**config.mk**
```make
export PLATFORM = sky130hd
export DESIGN_NAME = mac_tx_arbiter
export DESIGN_NICKNAME = d
export VERILOG_FILES = /design/src/rtl/mac_tx_arbiter.sv
export SDC_FILE = /design/constraint.sdc
export NUM_CORES = 1
export LEC_CHECK = 0
export ABC_AREA = 1
export BUFFER_PORTS_ARGS = -buffer_cell sky130_fd_sc_hd__buf_2
export CAP_MARGIN = 20
export CORE_AREA = 2 2 101 103
export DETAILED_ROUTE_END_ITERATION = 16
export DIE_AREA = 0 0 103 105
export PLACE_DENSITY = 0.72
export SLEW_MARGIN = 25
export SYNTH_ARGS = -nofsm -noshare
export SYNTH_HDL_FRONTEND = slang
export SYNTH_SLANG_ARGS = --single-unit
export TNS_END_PERCENT = 50
```
**constraint.sdc**
```tcl
create_clock -name clk -period 2.9 [get_ports clk]
set_input_delay 0.435 -clock clk [delete_from_list [all_inputs] [get_ports clk]]
set_output_delay 0.435 -clock clk [all_outputs]
set_load 0.03 [all_outputs]
```
**src/rtl/mac_tx_arbiter.sv**
```systemverilog
// mac_tx_arbiter: packet-granular round-robin arbiter that shares the MAC TX
// AXI-Stream port between two sources (s0 = CPU/DMA, s1 = loopback/testgen).
// A granted source owns the port until its tlast beat is accepted. An idle
// bubble separates packets.
// Optional stall timeout with errored-frame abort: define MAC_TX_ARB_TIMEOUT_EN.
module mac_tx_arbiter #(
  parameter int DATA_WIDTH     = 64,
  parameter int KEEP_WIDTH     = 8,
  parameter int CNT_WIDTH      = 16,
  parameter int TIMEOUT_CYCLES = 256
) (
  input  logic                  clk,
  input  logic                  resetn,
  input  logic [DATA_WIDTH-1:0] s0_axis_tdata,
  input  logic [KEEP_WIDTH-1:0] s0_axis_tkeep,
  input  logic                  s0_axis_tvalid,
  input  logic                  s0_axis_tuser,
  input  logic                  s0_axis_tlast,
  output logic                  s0_axis_tready,
  input  logic [DATA_WIDTH-1:0] s1_axis_tdata,
  input  logic [KEEP_WIDTH-1:0] s1_axis_tkeep,
  input  logic                  s1_axis_tvalid,
  input  logic                  s1_axis_tuser,
  input  logic                  s1_axis_tlast,
  output logic                  s1_axis_tready,
  output logic [DATA_WIDTH-1:0] m_axis_tdata,
  output logic [KEEP_WIDTH-1:0] m_axis_tkeep,
  output logic                  m_axis_tvalid,
  output logic                  m_axis_tuser,
  output logic                  m_axis_tlast,
  input  logic                  m_axis_tready,
  output logic [CNT_WIDTH-1:0]  pkt_cnt0,
  output logic [CNT_WIDTH-1:0]  pkt_cnt1,
  output logic [1:0]            grant
);

  // Elaboration-time sanity checks on the configuration.
  if (KEEP_WIDTH * 8 != DATA_WIDTH) begin : g_bad_keep
    $error("mac_tx_arbiter: KEEP_WIDTH must be DATA_WIDTH/8");
  end
  if (TIMEOUT_CYCLES < 1) begin : g_bad_timeout
    $error("mac_tx_arbiter: TIMEOUT_CYCLES must be >= 1");
  end

`ifdef MAC_TX_ARB_TIMEOUT_EN
  typedef enum logic [2:0] {IDLE, GNT0, GNT1, ABORT, FLUSH} state_e;
  localparam int STALL_W = $clog2(TIMEOUT_CYCLES + 1);
  logic               owner_q, owner_d;   // source being aborted/flushed
  logic [STALL_W-1:0] stall_q, stall_d;   // consecutive owner-idle cycles
`else
  typedef enum logic [1:0] {IDLE, GNT0, GNT1} state_e;
`endif

  state_e               state_q, state_d;
  logic                 rr_ptr_q, rr_ptr_d;   // 0: s0 wins a tie, 1: s1 wins
  logic [CNT_WIDTH-1:0] pkt_cnt0_q, pkt_cnt0_d;
  logic [CNT_WIDTH-1:0] pkt_cnt1_q, pkt_cnt1_d;

  // Next-state: arbitration in IDLE, packet-end detection while granted.
  always_comb begin
    state_d    = state_q;
    rr_ptr_d   = rr_ptr_q;
    pkt_cnt0_d = pkt_cnt0_q;
    pkt_cnt1_d = pkt_cnt1_q;
`ifdef MAC_TX_ARB_TIMEOUT_EN
    owner_d    = owner_q;
    stall_d    = '0;
`endif
    case (state_q)
      IDLE: begin
        if (s0_axis_tvalid && s1_axis_tvalid) state_d = rr_ptr_q ? GNT1 : GNT0;
        else if (s0_axis_tvalid)              state_d = GNT0;
        else if (s1_axis_tvalid)              state_d = GNT1;
      end
      GNT0: begin
        if (s0_axis_tvalid && m_axis_tready && s0_axis_tlast) begin
          pkt_cnt0_d = pkt_cnt0_q + CNT_WIDTH'(1);
          rr_ptr_d   = 1'b1;
          state_d    = IDLE;
        end
`ifdef MAC_TX_ARB_TIMEOUT_EN
        else if (!s0_axis_tvalid) begin
          stall_d = stall_q + STALL_W'(1);
          if (stall_q == STALL_W'(TIMEOUT_CYCLES - 1)) begin
            owner_d = 1'b0;
            state_d = ABORT;
          end
        end
`endif
      end
      GNT1: begin
        if (s1_axis_tvalid && m_axis_tready && s1_axis_tlast) begin
          pkt_cnt1_d = pkt_cnt1_q + CNT_WIDTH'(1);
          rr_ptr_d   = 1'b0;
          state_d    = IDLE;
        end
`ifdef MAC_TX_ARB_TIMEOUT_EN
        else if (!s1_axis_tvalid) begin
          stall_d = stall_q + STALL_W'(1);
          if (stall_q == STALL_W'(TIMEOUT_CYCLES - 1)) begin
            owner_d = 1'b1;
            state_d = ABORT;
          end
        end
`endif
      end
`ifdef MAC_TX_ARB_TIMEOUT_EN
      ABORT: begin
        if (m_axis_tready) state_d = FLUSH;
      end
      FLUSH: begin
        // Drain the stalled source up to its tlast; the packet is not counted.
        if (owner_q ? (s1_axis_tvalid && s1_axis_tlast)
                    : (s0_axis_tvalid && s0_axis_tlast)) begin
          rr_ptr_d = ~owner_q;
          state_d  = IDLE;
        end
      end
`endif
      default: state_d = IDLE;
    endcase
  end

  // State registers; async reset drops any packet in flight back to IDLE.
  always_ff @(posedge clk or negedge resetn) begin
    if (!resetn) begin
      state_q    <= IDLE;
      rr_ptr_q   <= 1'b0;
      pkt_cnt0_q <= '0;
      pkt_cnt1_q <= '0;
`ifdef MAC_TX_ARB_TIMEOUT_EN
      owner_q    <= 1'b0;
      stall_q    <= '0;
`endif
    end else begin
      state_q    <= state_d;
      rr_ptr_q   <= rr_ptr_d;
      pkt_cnt0_q <= pkt_cnt0_d;
      pkt_cnt1_q <= pkt_cnt1_d;
`ifdef MAC_TX_ARB_TIMEOUT_EN
      owner_q    <= owner_d;
      stall_q    <= stall_d;
`endif
    end
  end

  // Datapath: zero-latency mux selected by the registered owner state.
  always_comb begin
    m_axis_tdata   = '0;
    m_axis_tkeep   = '0;
    m_axis_tvalid  = 1'b0;
    m_axis_tuser   = 1'b0;
    m_axis_tlast   = 1'b0;
    s0_axis_tready = 1'b0;
    s1_axis_tready = 1'b0;
    grant          = 2'b00;
    case (state_q)
      GNT0: begin
        m_axis_tdata   = s0_axis_tdata;
        m_axis_tkeep   = s0_axis_tkeep;
        m_axis_tvalid  = s0_axis_tvalid;
        m_axis_tuser   = s0_axis_tuser;
        m_axis_tlast   = s0_axis_tlast;
        s0_axis_tready = m_axis_tready;
        grant          = 2'b01;
      end
      GNT1: begin
        m_axis_tdata   = s1_axis_tdata;
        m_axis_tkeep   = s1_axis_tkeep;
        m_axis_tvalid  = s1_axis_tvalid;
        m_axis_tuser   = s1_axis_tuser;
        m_axis_tlast   = s1_axis_tlast;
        s1_axis_tready = m_axis_tready;
        grant          = 2'b10;
      end
`ifdef MAC_TX_ARB_TIMEOUT_EN
      ABORT: begin
        // Single errored terminating beat so the MAC closes the frame.
        m_axis_tkeep  = KEEP_WIDTH'(1);
        m_axis_tvalid = 1'b1;
        m_axis_tuser  = 1'b1;
        m_axis_tlast  = 1'b1;
        grant         = owner_q ? 2'b10 : 2'b01;
      end
      FLUSH: begin
        s0_axis_tready = ~owner_q;
        s1_axis_tready = owner_q;
        grant          = owner_q ? 2'b10 : 2'b01;
      end
`endif
      default: ;
    endcase
  end

  assign pkt_cnt0 = pkt_cnt0_q;
  assign pkt_cnt1 = pkt_cnt1_q;

endmodule
```
==> flow_summary_export.csv, run 1 <==
group,metric,value,unit
run_status,status,"completed",
clock_network,clkSinkCount,35,
worst_setup_path,cp_max_fo,46,
floorplanning,die_area,10800,µm²
floorplanning,core_area,9640,µm²
placement,port_buffers,263,
power_and_ir_drop,p_comb_share,68.7,%
clock_network,clk_pin_slew_worst_paths,0.08,ns
yosys,synth-seq-cells,35,
sta,whs,0.223,ns
sta,hold_violations,0,
clock_network,clockRootBuffer,"clkbuf_8",
worst_setup_path,path_cells,"inv_1 > ha_1 > inv_2 > buf_12 > a21oi_1 > buf_2",
clock_network,ctsResizeCount,0,
worst_setup_path,cp.arrival,2.04,ns
cells_and_area,final_cell_mix,"buf_2, nand2_1, a21oi_1",
detailed_routing,drt_iter0_drc,219,
floorplanning,num_rows,36,
floorplanning,die_y,105,µm
worst_setup_path,crit_type,"flip-flop to primary output",
cells_and_area,final_layout_size_suffix_gt1_share,39.1,%
clock_network,cts_tree,"built",
grt,met1_usage,24.4,%
sta,drv_slew,0,
detailed_routing,wl,12.0,mm
power_and_ir_drop,pwr_density_cell,758,nW/µm²
sta,tns,0,ns
yosys,synth.largest_area_cell,"dfrtp_1",
clock_network,htree_levels,2,
cells_and_area,nets,893,
power_and_ir_drop,power.leakage,0.00252,µW
worst_setup_path,cp-end-kind,"primary output",
worst_setup_path,cp-start-kind,"flip-flop",
clock_network,clk_latency,0.29,ns
power_and_ir_drop,ir_drop,390,µV
grt,gr-total-overflow,0,
cells_and_area,area_delta_synth_final,55.4,%
sta,setup_viol,0,
power_and_ir_drop,pwr-share-seq,18.1,%
job,max_cap_violations,0,
yosys,synth_area_leaders,"dfrtp_1, nand2_1, a21oi_1",
detailed_routing,first_pass_iters,4,
power_and_ir_drop,netSwitchingPower,1920,µW
yosys,synth_area_per_cell,6.02,µm²
clock_network,cts_buffers,5,
yosys,ys_seq_area_share,30.2,%
cells_and_area,final_util,46.8,%
placement,hpwl,9.95,mm
placement,gp_congestion,0.786,
grt,top_usage_layer,"met2",
power_and_ir_drop,p_int,1490,µW
clock_network,clock_path_buffers,2,
cells_and_area,nFillCells,1069,
sta,min_period_over_period,85.5,%
floorplanning,start_util,30.1,%
grt,antenna_found_initial,12,
detailed_routing,ant_nets,0,
sta,fmax,0.403,GHz
grt,grt_util_all_layers,20.6,%
worst_setup_path,slowest_delay,0.40,ns
detailed_routing,drcViolationCount,0,
yosys,synth_area,2900,µm²
power_and_ir_drop,power_frac_clock,13.2,%
sta,slew_headroom,48.7,%
yosys,synthDominantCellAreaShare,30.2,%
worst_hold_path,hold_class,"primary input to async pin",
power_and_ir_drop,p_sw_share,56.3,%
cells_and_area,final_common_cell,"buf_2",
yosys,ys_warn_count,0,
floorplanning,pin_count,264,
detailed_routing,vias,3916,
sta,period_minus_slack,2.48,ns
sta,clock_skew,0.0148,ns
sta,rsz0062_at_grt,"false",
worst_setup_path,required,2.47,ns
grt,grt_use_met2,33.4,%
clock_network,post-cts-setup-buffers,0,
yosys,synthDistinctLibCells,19,
grt,grt_pass1_wl,17.3,mm
sta,fin_ws,0.422,ns
detailed_routing,routed_via_density,4.47,
detailed_routing,wl_per_cell,13.7,µm
yosys,syn_inst,482,
sta,worst_pin_slew,0.770,ns
floorplanning,die_x,103,µm
grt,grt_use_met3,10.5,%
grt,first_global_vias,3471,
placement,place_ws,0.706,ns
yosys,synthesis.nets,642,
grt,grt_max_degree,52,
clock_network,ctsHoldBuffers,0,
worst_setup_path,cp_slowest_cell,"dfrtp_1",
registers in the layout, summed over array words and instances, names as in the netlist:
register  cells
pkt_cnt0     16
rr_ptr_q      1
state_q       2
pkt_cnt1     16
stage by stage:
stage,area (µm²),std cells,power (µW)
floorplan,2900,482,2240
global placement,4370,859,2980
detailed placement,4370,859,2980
CTS,4480,867,3440
global route,4490,870,3670
finish,4510,876,3420
synth_stat cells:
cell / count
inv_2: 1
nand3b_1: 3
nand3_1: 17
xor2_1: 15
buf_2: 8
a21oi_1: 75
ha_1: 7
xnor2_1: 4
nor2_1: 22
inv_1: 33
clkbuf_1: 14
nand2_2: 1
nor2_4: 5
buf_1: 3
dfrtp_1: 35
nand4_1: 3
o21ai_0: 3
nor3_1: 2
nand2_1: 231
cell type report:
cell class,count,area (µm²),share of cell area (%)
flip-flops and latches,35,876,19.4
well taps,133,166,3.69
diodes,9,22.5,0.500
inverters,34,128,2.83
clock buffers,6,82.6,1.83
clock inverters,2,35.0,0.777
multi-input cells,388,1800,39.9
repair buffers,269,1400,31.0
final timing paths:
| path | start | end | slack (ns) | cells past startpoint |
|---|---|---|---|---|
| min in group clk | pkt_cnt0[15] | pkt_cnt0[15] | 0.49 | 2 |
| max reg2reg | state_q[0] | pkt_cnt1[14] | 0.76 | 9 |
| max | state_q[0] | m_axis_tdata[27] | 0.42 | 6 |
| min reg2reg | pkt_cnt0[15] | pkt_cnt0[15] | 0.49 | 2 |
| min | resetn | pkt_cnt0[12] | 0.22 | 1 |
| max in group asynchronous | resetn | pkt_cnt1[2] | 2.18 | 1 |
worst max-delay path: cells and delay by family, from the launching register on:
kind / cells / cell delay, ns
DFF: 1 / 0.40
AOI/OAI and AO/OA: 1 / 0.08
adders and majority gates: 1 / 0.30
buffers and inverters: 4 / 0.96
power groups by stage:
stage,logic [µW],clock network (µW),registers [µW]
final,2350,449,619
after CTS,2360,464,618
after detailed placement,2350,0,627
after global placement,2350,0,624
after global routing,2550,487,631
after floorplan,1540,0,700
routing by layer:
layer  part of all wire (%)  up-vias
li1                       -     2019
met1                     40     1709
met2                     46      164
met3                     13       18
met4                   0.78        6
met5                   0.37        -
logic make-up after synthesis:
| family | synth area share [%] |
|---|---|
| AO/OA/AOI/OAI | 13.5 |
| flip-flops | 30.2 |
| XOR/XNOR | 5.74 |
| adder cells (fa/ha/maj) | 3.02 |
| buffers and inverters | 7.98 |
| AND/OR/NAND/NOR | 39.6 |
Note: power is estimated with default switching activity, not from simulation.
==> run 2, diff against run 1 <==
ABC_CLOCK_PERIOD_IN_PS = 2900   (was not set)
PLACE_DENSITY = 0.78   (was 0.72)
==> flow_summary_export.csv, run 2 (synthesized netlist as in run 1, its figures left out) <==
group,metric,value,unit
floorplanning,die_y,105,µm
grt,top_usage_layer,"met2",
clock_network,ctsHoldBuffers,0,
sta,slew_headroom,47.4,%
sta,worst_pin_slew,0.789,ns
sta,fmax,0.398,GHz
clock_network,htree_levels,2,
sta,min_period_over_period,86.7,%
placement,place_ws,0.706,ns
clock_network,clock_path_buffers,2,
cells_and_area,final_layout_size_suffix_gt1_share,38.9,%
worst_setup_path,crit_type,"flip-flop to primary output",
placement,place_area,4360,µm²
worst_setup_path,cp_max_fo,55,
clock_network,clockRootBuffer,"clkbuf_8",
sta,clock_skew,0.00495,ns
detailed_routing,routed_via_density,4.64,
grt,met1_usage,30.2,%
power_and_ir_drop,p_comb_share,71.0,%
sta,setup_viol,0,
worst_setup_path,cp_slowest_cell,"dfrtp_1",
worst_setup_path,r2r_start,"state_q[1]",
grt,grt_util_all_layers,22.3,%
clock_network,cts_buffers,5,
detailed_routing,vias,4052,
sta,hold_violations,0,
cells_and_area,final_area,4470,µm²
placement,gp_congestion,0.984,
grt,grt_use_met3,11.5,%
worst_setup_path,cp-start-kind,"flip-flop",
detailed_routing,wl_per_cell,15.0,µm
sta,period_minus_slack,2.51,ns
cells_and_area,final_util,46.4,%
power_and_ir_drop,netSwitchingPower,1970,µW
cells_and_area,final_common_cell,"buf_2",
worst_setup_path,path_cells,"inv_1 > ha_1 > inv_2 > buf_12 > a21oi_1 > buf_2",
detailed_routing,first_pass_iters,5,
sta,rsz0062_at_grt,"false",
floorplanning,die_x,103,µm
clock_network,ctsResizeCount,0,
worst_setup_path,cp_top_family,"buffers and inverters",
power_and_ir_drop,p_int,1390,µW
worst_setup_path,r2r-end,"pkt_cnt0[12]",
clock_network,clk_pin_slew_worst_paths,0.07,ns
detailed_routing,ant_nets,0,
job,max_cap_violations,0,
power_and_ir_drop,power.leakage,0.00250,µW
worst_setup_path,r2r_slack,0.80,ns
cells_and_area,nets,892,
floorplanning,core_area,9640,µm²
sta,fin_ws,0.386,ns
floorplanning,num_rows,36,
placement,port_buffers,263,
worst_setup_path,cp.arrival,2.08,ns
power_and_ir_drop,pwr-share-seq,18.3,%
worst_setup_path,crit_buf_inv,4,
grt,first_global_vias,3458,
power_and_ir_drop,ir_drop,646,µV
detailed_routing,drcViolationCount,0,
power_and_ir_drop,power_frac_clock,10.7,%
grt,grt_max_degree,56,
detailed_routing,wl,13.1,mm
cells_and_area,final_cell_mix,"buf_2, nand2_1, a21oi_1",
clock_network,clk_latency,0.29,ns
worst_setup_path,r2r_cells,10,
worst_setup_path,cp-end-kind,"primary output",
placement,hpwl,10.8,mm
run_status,status,"completed",
worst_hold_path,hold_class,"primary input to async pin",
floorplanning,start_util,30.1,%
power_and_ir_drop,p_sw_share,58.6,%
power_and_ir_drop,pwr_density_cell,754,nW/µm²
floorplanning,pin_count,264,
cells_and_area,area_delta_synth_final,54.1,%
grt,grt_use_met2,32.8,%
floorplanning,die_area,10800,µm²
grt,grt_pass1_wl,18.4,mm
worst_setup_path,required,2.47,ns
power_and_ir_drop,finalPower,3370,µW
clock_network,post-cts-setup-buffers,0,
clock_network,clkSinkCount,35,
worst_setup_path,crit_cells,6,
grt,gr-total-overflow,0,
detailed_routing,drt_iter0_drc,350,
cells_and_area,nFillCells,1076,
sta,drv_slew,0,
worst_setup_path,slowest_delay,0.40,ns
clock_network,cts_tree,"built",
grt,antenna_found_initial,15,
sta,tns,0,ns
[run 2: per-stage QoR]
stage,std cells,hold WS [ns]
floorplan,482,0.139
global placement,858,0.480
detailed placement,858,0.488
CTS,865,0.245
global route,867,0.302
finish,874,0.219
[run 2: metal layers]
layer	vias up	part of all wire (%)
met1	1765	41
met4	14	0.44
met2	230	43
met5	-	0.71
met3	20	16
li1	2023	-
[run 2: worst max-delay path by stage]
stage | slack (ns) | end | from
4_1_cts | 0.38 | m_axis_tlast | state_q[1]
2_1_floorplan | 0.70 | m_axis_tdata[27] | state_q[1]
3_5_place_dp | 0.71 | m_axis_tlast | state_q[1]
5_1_grt | 0.27 | m_axis_tlast | state_q[1]
3_3_place_gp | 0.70 | m_axis_tlast | state_q[1]
6_report | 0.39 | m_axis_tdata[14] | state_q[0]
[run 2: area by class of cell]
type	count	area (µm²)	area share, %
Sequential cell	35	876	19.6
Timing Repair Buffer	268	1390	31.1
Tap cell	133	166	3.72
Multi-Input combinational cell	388	1800	40.2
Clock buffer	6	82.6	1.85
Antenna cell	9	22.5	0.504
Clock inverter	1	5.00	0.112
Inverter	34	128	2.86
[run 2: power groups by stage]
stage / registers (µW) / clock network [µW] / logic, µW
after floorplan: 700 / 0 / 1540
after global placement: 622 / 0 / 2390
after detailed placement: 623 / 0 / 2390
after CTS: 614 / 371 / 2390
after global routing: 626 / 384 / 2570
final: 615 / 361 / 2390
